[src/rtl/q44_bcd_pkg.sv]
// Shared widths, FSM states and digit type for the Q4.4 to BCD converter.
package q44_bcd_pkg;

    localparam int INT_W  = 4;
    localparam int FRAC_W = 4;
    localparam int N_ITER = 4;

    typedef enum logic [1:0] {IDLE, CONV, DONE} state_t;

    typedef logic [3:0] bcd_digit_t;

endpackage

[src/rtl/bcd_add3.sv]
// Double-dabble digit correction: a BCD digit of 5 or more gets 3 added before the shift.
module bcd_add3
    import q44_bcd_pkg::*;
(
    input  bcd_digit_t digit_in,
    output bcd_digit_t digit_out
);

    assign digit_out = (digit_in >= 4'd5) ? digit_in + 4'd3 : digit_in;

endmodule

[src/rtl/q44_to_bcd.sv]
// Sequential Q4.4 to BCD converter: two integer digits via double dabble, four fraction digits via repeated x10.
// Fraction conversion is present only when Q44_BCD_FRAC_EN is defined; otherwise frac_bcd reads zero.
module q44_to_bcd
    import q44_bcd_pkg::*;
(
    input  logic                      clk,
    input  logic                      rst,
    input  logic                      in_valid,
    output logic                      in_ready,
    input  logic [INT_W+FRAC_W-1:0]   q,
    output logic                      out_valid,
    input  logic                      out_ready,
    output logic [7:0]                int_bcd,
    output logic [15:0]               frac_bcd
);

    state_t          state, state_next;
    logic [1:0]      iter_cnt;
    logic            last_iter;
    logic            accept;
    logic [INT_W-1:0] int_sr;
    logic [7:0]      int_acc;
    logic [7:0]      int_out;
    bcd_digit_t      ones_adj;
    logic [11:0]     dd_shifted;

    assign last_iter = (iter_cnt == 2'(N_ITER - 1));
    assign accept    = (state == IDLE) && in_valid;
    assign in_ready  = (state == IDLE);
    assign out_valid = (state == DONE);
    assign int_bcd   = int_out;

    always_ff @(posedge clk or posedge rst) begin
        if (rst) state <= IDLE;
        else     state <= state_next;
    end

    always_comb begin
        state_next = state;
        case (state)
            IDLE:    if (in_valid)  state_next = CONV;
            CONV:    if (last_iter) state_next = DONE;
            DONE:    if (out_ready) state_next = IDLE;
            default: state_next = IDLE;
        endcase
    end

    // The tens digit can reach at most 1 for a 4-bit integer, so only the ones digit needs correcting.
    bcd_add3 u_ones_add3 (
        .digit_in  (int_acc[3:0]),
        .digit_out (ones_adj)
    );

    assign dd_shifted = {int_acc[7:4], ones_adj, int_sr} << 1;

    always_ff @(posedge clk or posedge rst) begin
        if (rst) begin
            iter_cnt <= '0;
            int_sr   <= '0;
            int_acc  <= '0;
            int_out  <= '0;
        end else if (accept) begin
            iter_cnt <= '0;
            int_sr   <= q[INT_W+FRAC_W-1:FRAC_W];
            int_acc  <= '0;
        end else if (state == CONV) begin
            iter_cnt <= iter_cnt + 2'd1;
            int_sr   <= dd_shifted[3:0];
            int_acc  <= dd_shifted[11:4];
            if (last_iter) int_out <= dd_shifted[11:4];
        end
    end

`ifdef Q44_BCD_FRAC_EN
    logic [FRAC_W-1:0] frac_f;
    logic [7:0]        frac_p;
    logic [11:0]       frac_work;
    logic [15:0]       frac_out;

    // Each x10 pushes exactly one decimal digit out into the high nibble.
    assign frac_p = ({4'b0, frac_f} << 3) + ({4'b0, frac_f} << 1);

    always_ff @(posedge clk or posedge rst) begin
        if (rst) begin
            frac_f    <= '0;
            frac_work <= '0;
            frac_out  <= '0;
        end else if (accept) begin
            frac_f    <= q[FRAC_W-1:0];
            frac_work <= '0;
        end else if (state == CONV) begin
            frac_f    <= frac_p[3:0];
            frac_work <= {frac_work[7:0], frac_p[7:4]};
            if (last_iter) frac_out <= {frac_work, frac_p[7:4]};
        end
    end

    assign frac_bcd = frac_out;
`else
    logic frac_unused;
    assign frac_unused = ^q[FRAC_W-1:0];
    assign frac_bcd    = 16'h0000;
`endif

endmodule
[config.mk]
export PLATFORM = sky130hd
export DESIGN_NAME = q44_to_bcd
export DESIGN_NICKNAME = d
export VERILOG_FILES = /design/src/rtl/q44_bcd_pkg.sv /design/src/rtl/bcd_add3.sv /design/src/rtl/q44_to_bcd.sv
export SDC_FILE = /design/constraint.sdc
export NUM_CORES = 1
export LEC_CHECK = 0
export CELL_PAD_IN_SITES_DETAIL_PLACEMENT = 1
export CELL_PAD_IN_SITES_GLOBAL_PLACEMENT = 2
export CORE_ASPECT_RATIO = 0.6
export CORE_MARGIN = 10
export CORE_UTILIZATION = 25
export DETAILED_ROUTE_END_ITERATION = 6
export PLACE_DENSITY = 0.74
export SETUP_SLACK_MARGIN = 0.4
export SYNTH_ARGS = -nofsm -noshare
export SYNTH_HDL_FRONTEND = slang
export SYNTH_SLANG_ARGS = --single-unit
[constraint.sdc]
create_clock -name clk -period 1.9 [get_ports clk]
set_input_delay 0.38 -clock clk [delete_from_list [all_inputs] [get_ports clk]]
set_output_delay 0.38 -clock clk [all_outputs]
set_load 0.02 [all_outputs]
==> results.rst <==
.. list-table::
   :header-rows: 1

   * - Metric
     - Value
   * - Final period utilization
     - 0.769
   * - TritonCTS Buffers
     - 3
   * - First-pass GRT wire length
     - 4640 µm
   * - Fin Setup TNS
     - 0 ns
   * - Fin Clk Skew
     - 0.00149 ns
   * - Proportion of layout cells with a drive suffix above 1
     - 0.243
   * - Flip-flop and latch count after synthesis
     - 23
   * - Number of synthesized flops with an enable pin
     - 0
   * - Chip height
     - 72.9 µm
   * - Switching power summed over all nets
     - 0.933 mW
   * - Worst reg-to-reg setup slack
     - 0.44 ns
   * - Endpoint of the lowest-slack register-to-register path
     - int_bcd[2]
   * - Top post-synthesis cells by count
     - sky130_fd_sc_hd__dfrtp_1 (23), sky130_fd_sc_hd__buf_4 (17), sky130_fd_sc_hd__o21ai_0 (15)
   * - Average cell area after synthesis
     - 10.2 µm²
   * - Amount of wire on met2 after detailed routing
     - 1310 µm
   * - Top-level I/O count
     - 38
   * - Sum of net half-perimeters after detailed placement
     - 2080 µm
   * - Number of cells on the worst reg-to-reg path
     - 6
   * - Synthesis-to-layout area growth
     - 27.0%
   * - Fraction of synthesized cell area taken by the top area cell type
     - 0.494
   * - Cell with the most instances after synthesis
     - sky130_fd_sc_hd__dfrtp_1
   * - Core area
     - 4540 µm²
   * - Die boundary width
     - 108 µm
   * - Residual antenna-violating net count after detailed routing
     - 0
   * - Clock tree buffer depth
     - 2
   * - Worst min-delay path class
     - input port to asynchronous set/reset pin
   * - Worst-path maximum fanout
     - 4
   * - Uppermost routed layer
     - met4
   * - Overall power after layout
     - 2.30 mW
   * - Switching Share
     - 0.406
   * - Crit path to
     - int_bcd[2]
   * - Number of antenna repair diodes
     - 0
   * - Power Dens Cells
     - 1550 nW/µm²
   * - Wire per inst
     - 13.9 µm
   * - Root buffer cell
     - sky130_fd_sc_hd__clkbuf_8
   * - Via count of the first global-routing pass
     - 959
   * - Number of detailed-route iterations in the first pass
     - 4
   * - Count of routing violations after the opening detailed-route iteration
     - 22
   * - Maximum number of pins on one net before global-route repair
     - 24
   * - Start point of the critical path
     - int_acc[0]
   * - H-tree levels
     - 1
   * - Power share of the clock group
     - 0.131
   * - Worst Setup End Kind
     - register
   * - Status
     - completed
   * - Met1 Wirelength
     - 1300 µm
   * - # hold bufs at CTS
     - 0
   * - Critical Setup Path Class
     - register to register
   * - Peak ir drop on the vdd network
     - 480 µV
   * - Static leakage power
     - 0.725 nW
   * - Unrepaired setup endpoints after global routing
     - yes
   * - Signal arrival time at the worst endpoint
     - 1.65 ns
   * - Gate Count Post-Synth
     - 114
   * - # Max-Cap Violations
     - 0
   * - Number of port buffers
     - 17
   * - Clk sink count
     - 23
   * - Number of hold violations in the final report
     - 0
   * - Internal power component
     - 1.36 mW
   * - GRT Util Overall
     - 0.0728
   * - Clock-pin slew on the worst setup and hold paths
     - 0.08 ns
   * - Maximum clock rate
     - 684 MHz
   * - Proportion of register bits with asynchronous set or reset after synthesis
     - 1.00
   * - Main area contributors after synthesis
     - sky130_fd_sc_hd__dfrtp_1 (49%), sky130_fd_sc_hd__buf_4 (11%), sky130_fd_sc_hd__o21ai_0 (6.4%), sky130_fd_sc_hd__mux2_2 (3.9%), sky130_fd_sc_hd__nand2_1 (3.9%)
   * - Reg2reg start
     - int_acc[0]
   * - Top FF cell, synth
     - sky130_fd_sc_hd__dfrtp_1
   * - Most area-hungry cell type in the Yosys netlist
     - sky130_fd_sc_hd__dfrtp_1
   * - GR Overflow Total
     - 0
   * - Proportion of synthesized chip area in sequential cells
     - 0.494
   * - CTS tree
     - built
   * - Combinational group share of total power
     - 0.501
   * - Crit path time final
     - 1.46 ns
   * - Full die area
     - 7890 µm²
   * - Via count normalized by instance count
     - 4.22
   * - Detailed-route via count
     - 856
   * - Core Rows
     - 19
   * - Effective utilization at floorplan
     - 0.257
   * - Number of DRC violations after detailed routing
     - 0
   * - Number of antenna violations at the first check in global routing
     - 0
   * - Max Slew Vio Count
     - 0
   * - Wire length on met3
     - 187 µm
   * - Total number of nets in the final design
     - 156
   * - Required time at the endpoint of the critical path
     - 2.09 ns
   * - Routability congestion estimate
     - 0.732
   * - Startpoint Class
     - register
   * - Synthesis warning total
     - 0
   * - Routed wire length
     - 2830 µm
   * - Number of setup violations in the final report
     - 0
   * - Mapped cell area
     - 1170 µm²
   * - Reg power frac
     - 0.368
   * - Clk_lat worst skew
     - 0.26 ns
   * - Number of distinct library cell variants in the gate-level netlist after synthesis
     - 21
==> timing repair <==
item                       in CTS  in global routing
pin swaps                       2                  3
setup endpoints to repair      13                 14
setup buffers                   3                  3
gates resized for setup        23                 10
==> critical path, cell delays in order (launching register included) <==
cell	delay [ns]
sky130_fd_sc_hd__dfrtp_1	0.44
sky130_fd_sc_hd__inv_2	0.13
sky130_fd_sc_hd__ha_4	0.16
sky130_fd_sc_hd__nand2b_4	0.06
sky130_fd_sc_hd__a21oi_4	0.17
sky130_fd_sc_hd__mux2_4	0.33
sky130_fd_sc_hd__o21ai_1	0.11
==> cell type report <==
type / count / area [µm²]
clock buffer: 3 / 41.3
inverter: 4 / 15.0
clock inverter: 1 / 5.00
sequential: 23 / 577
multi-input combinational: 82 / 539
timing repair buffer: 27 / 225
fill: 531 / 3060
tap: 63 / 78.8
==> per-stage QoR <==
step	std cells	instance area, µm²	hold slack, ns	utilization	setup slack [ns]
CTS	200	1430	0.476	0.315	0.299
detailed placement	193	1360	0.478	0.298	0.197
global route	203	1480	0.500	0.326	0.361
global placement	193	1360	0.462	0.298	0.248
floorplan	129	1220	0.382	-	0.400
finish	203	1480	0.461	0.326	0.438
==> power groups by stage <==
stage	Sequential (mW)	Combinational, mW	Clock (mW)
2_1_floorplan	0.882	0.640	0
3_3_place_gp	0.836	0.963	0
6_report	0.847	1.15	0.301
5_1_grt	0.880	1.28	0.339
3_5_place_dp	0.853	1.01	0
4_1_cts	0.843	1.05	0.315
==> how the worst min path moves through the flow <==
stage                  to  slack [ns]  cells after the start
6_report       int_bcd[4]        0.46                      3
5_1_grt        int_bcd[1]        0.50                      3
4_1_cts        int_bcd[1]        0.48                      3
3_5_place_dp   int_bcd[2]        0.48                      2
3_3_place_gp   int_bcd[4]        0.46                      2
2_1_floorplan  int_acc[0]        0.38                      1
==> state kept, by name, summed over array words and instances (netlist names) <==
| signal | cells |
|---|---|
| int_bcd | 8 |
| int_acc | 7 |
| int_sr | 4 |
| iter_cnt | 2 |
| state | 2 |
==> cells in the final DEF (no fill, tap or decap), drive strengths merged <==
master         count
clkinv             1
o21bai             1
o21ai             15
dfrtp             23
nor3b              2
buf               12
nor2               2
nand2             13
dlygate4sd2        8
ha                 3
conb              16
nor2b              6
clkdlybuf4s50      7
xnor2              1
clkbuf             3
a21oi              8
nand2b             3
a22oi              3
inv                4
mux2               5
a22o               4
==> layer usage <==
| metal | GRT usage | vias up |
|---|---|---|
| li1 | - | 404 |
| met1 | 0.0888 | 426 |
| met2 | 0.117 | 24 |
| met3 | 0.0317 | 2 |
| met4 | 0.0133 | 0 |
| met5 | 0 | - |
==> cells by family (layout without fill, tap and decap cells) <==
| logic type | Yosys count | in the layout | share of synthesized area |
|---|---|---|---|
| AOI/OAI and AO/OA | 31 | 31 | 0.158 |
| DFF | 23 | 23 | 0.494 |
| other | 1 | 16 | 0.00322 |
| adders and majority gates | 3 | 3 | 0.0322 |
| and+or+nand+nor | 26 | 26 | 0.116 |
| xor gates and xnor gates | 1 | 1 | 0.00751 |
| muxes | 5 | 5 | 0.0515 |
| buffers and inverters | 24 | 35 | 0.138 |
No activity file was read; power rests on OpenSTA's default activity.
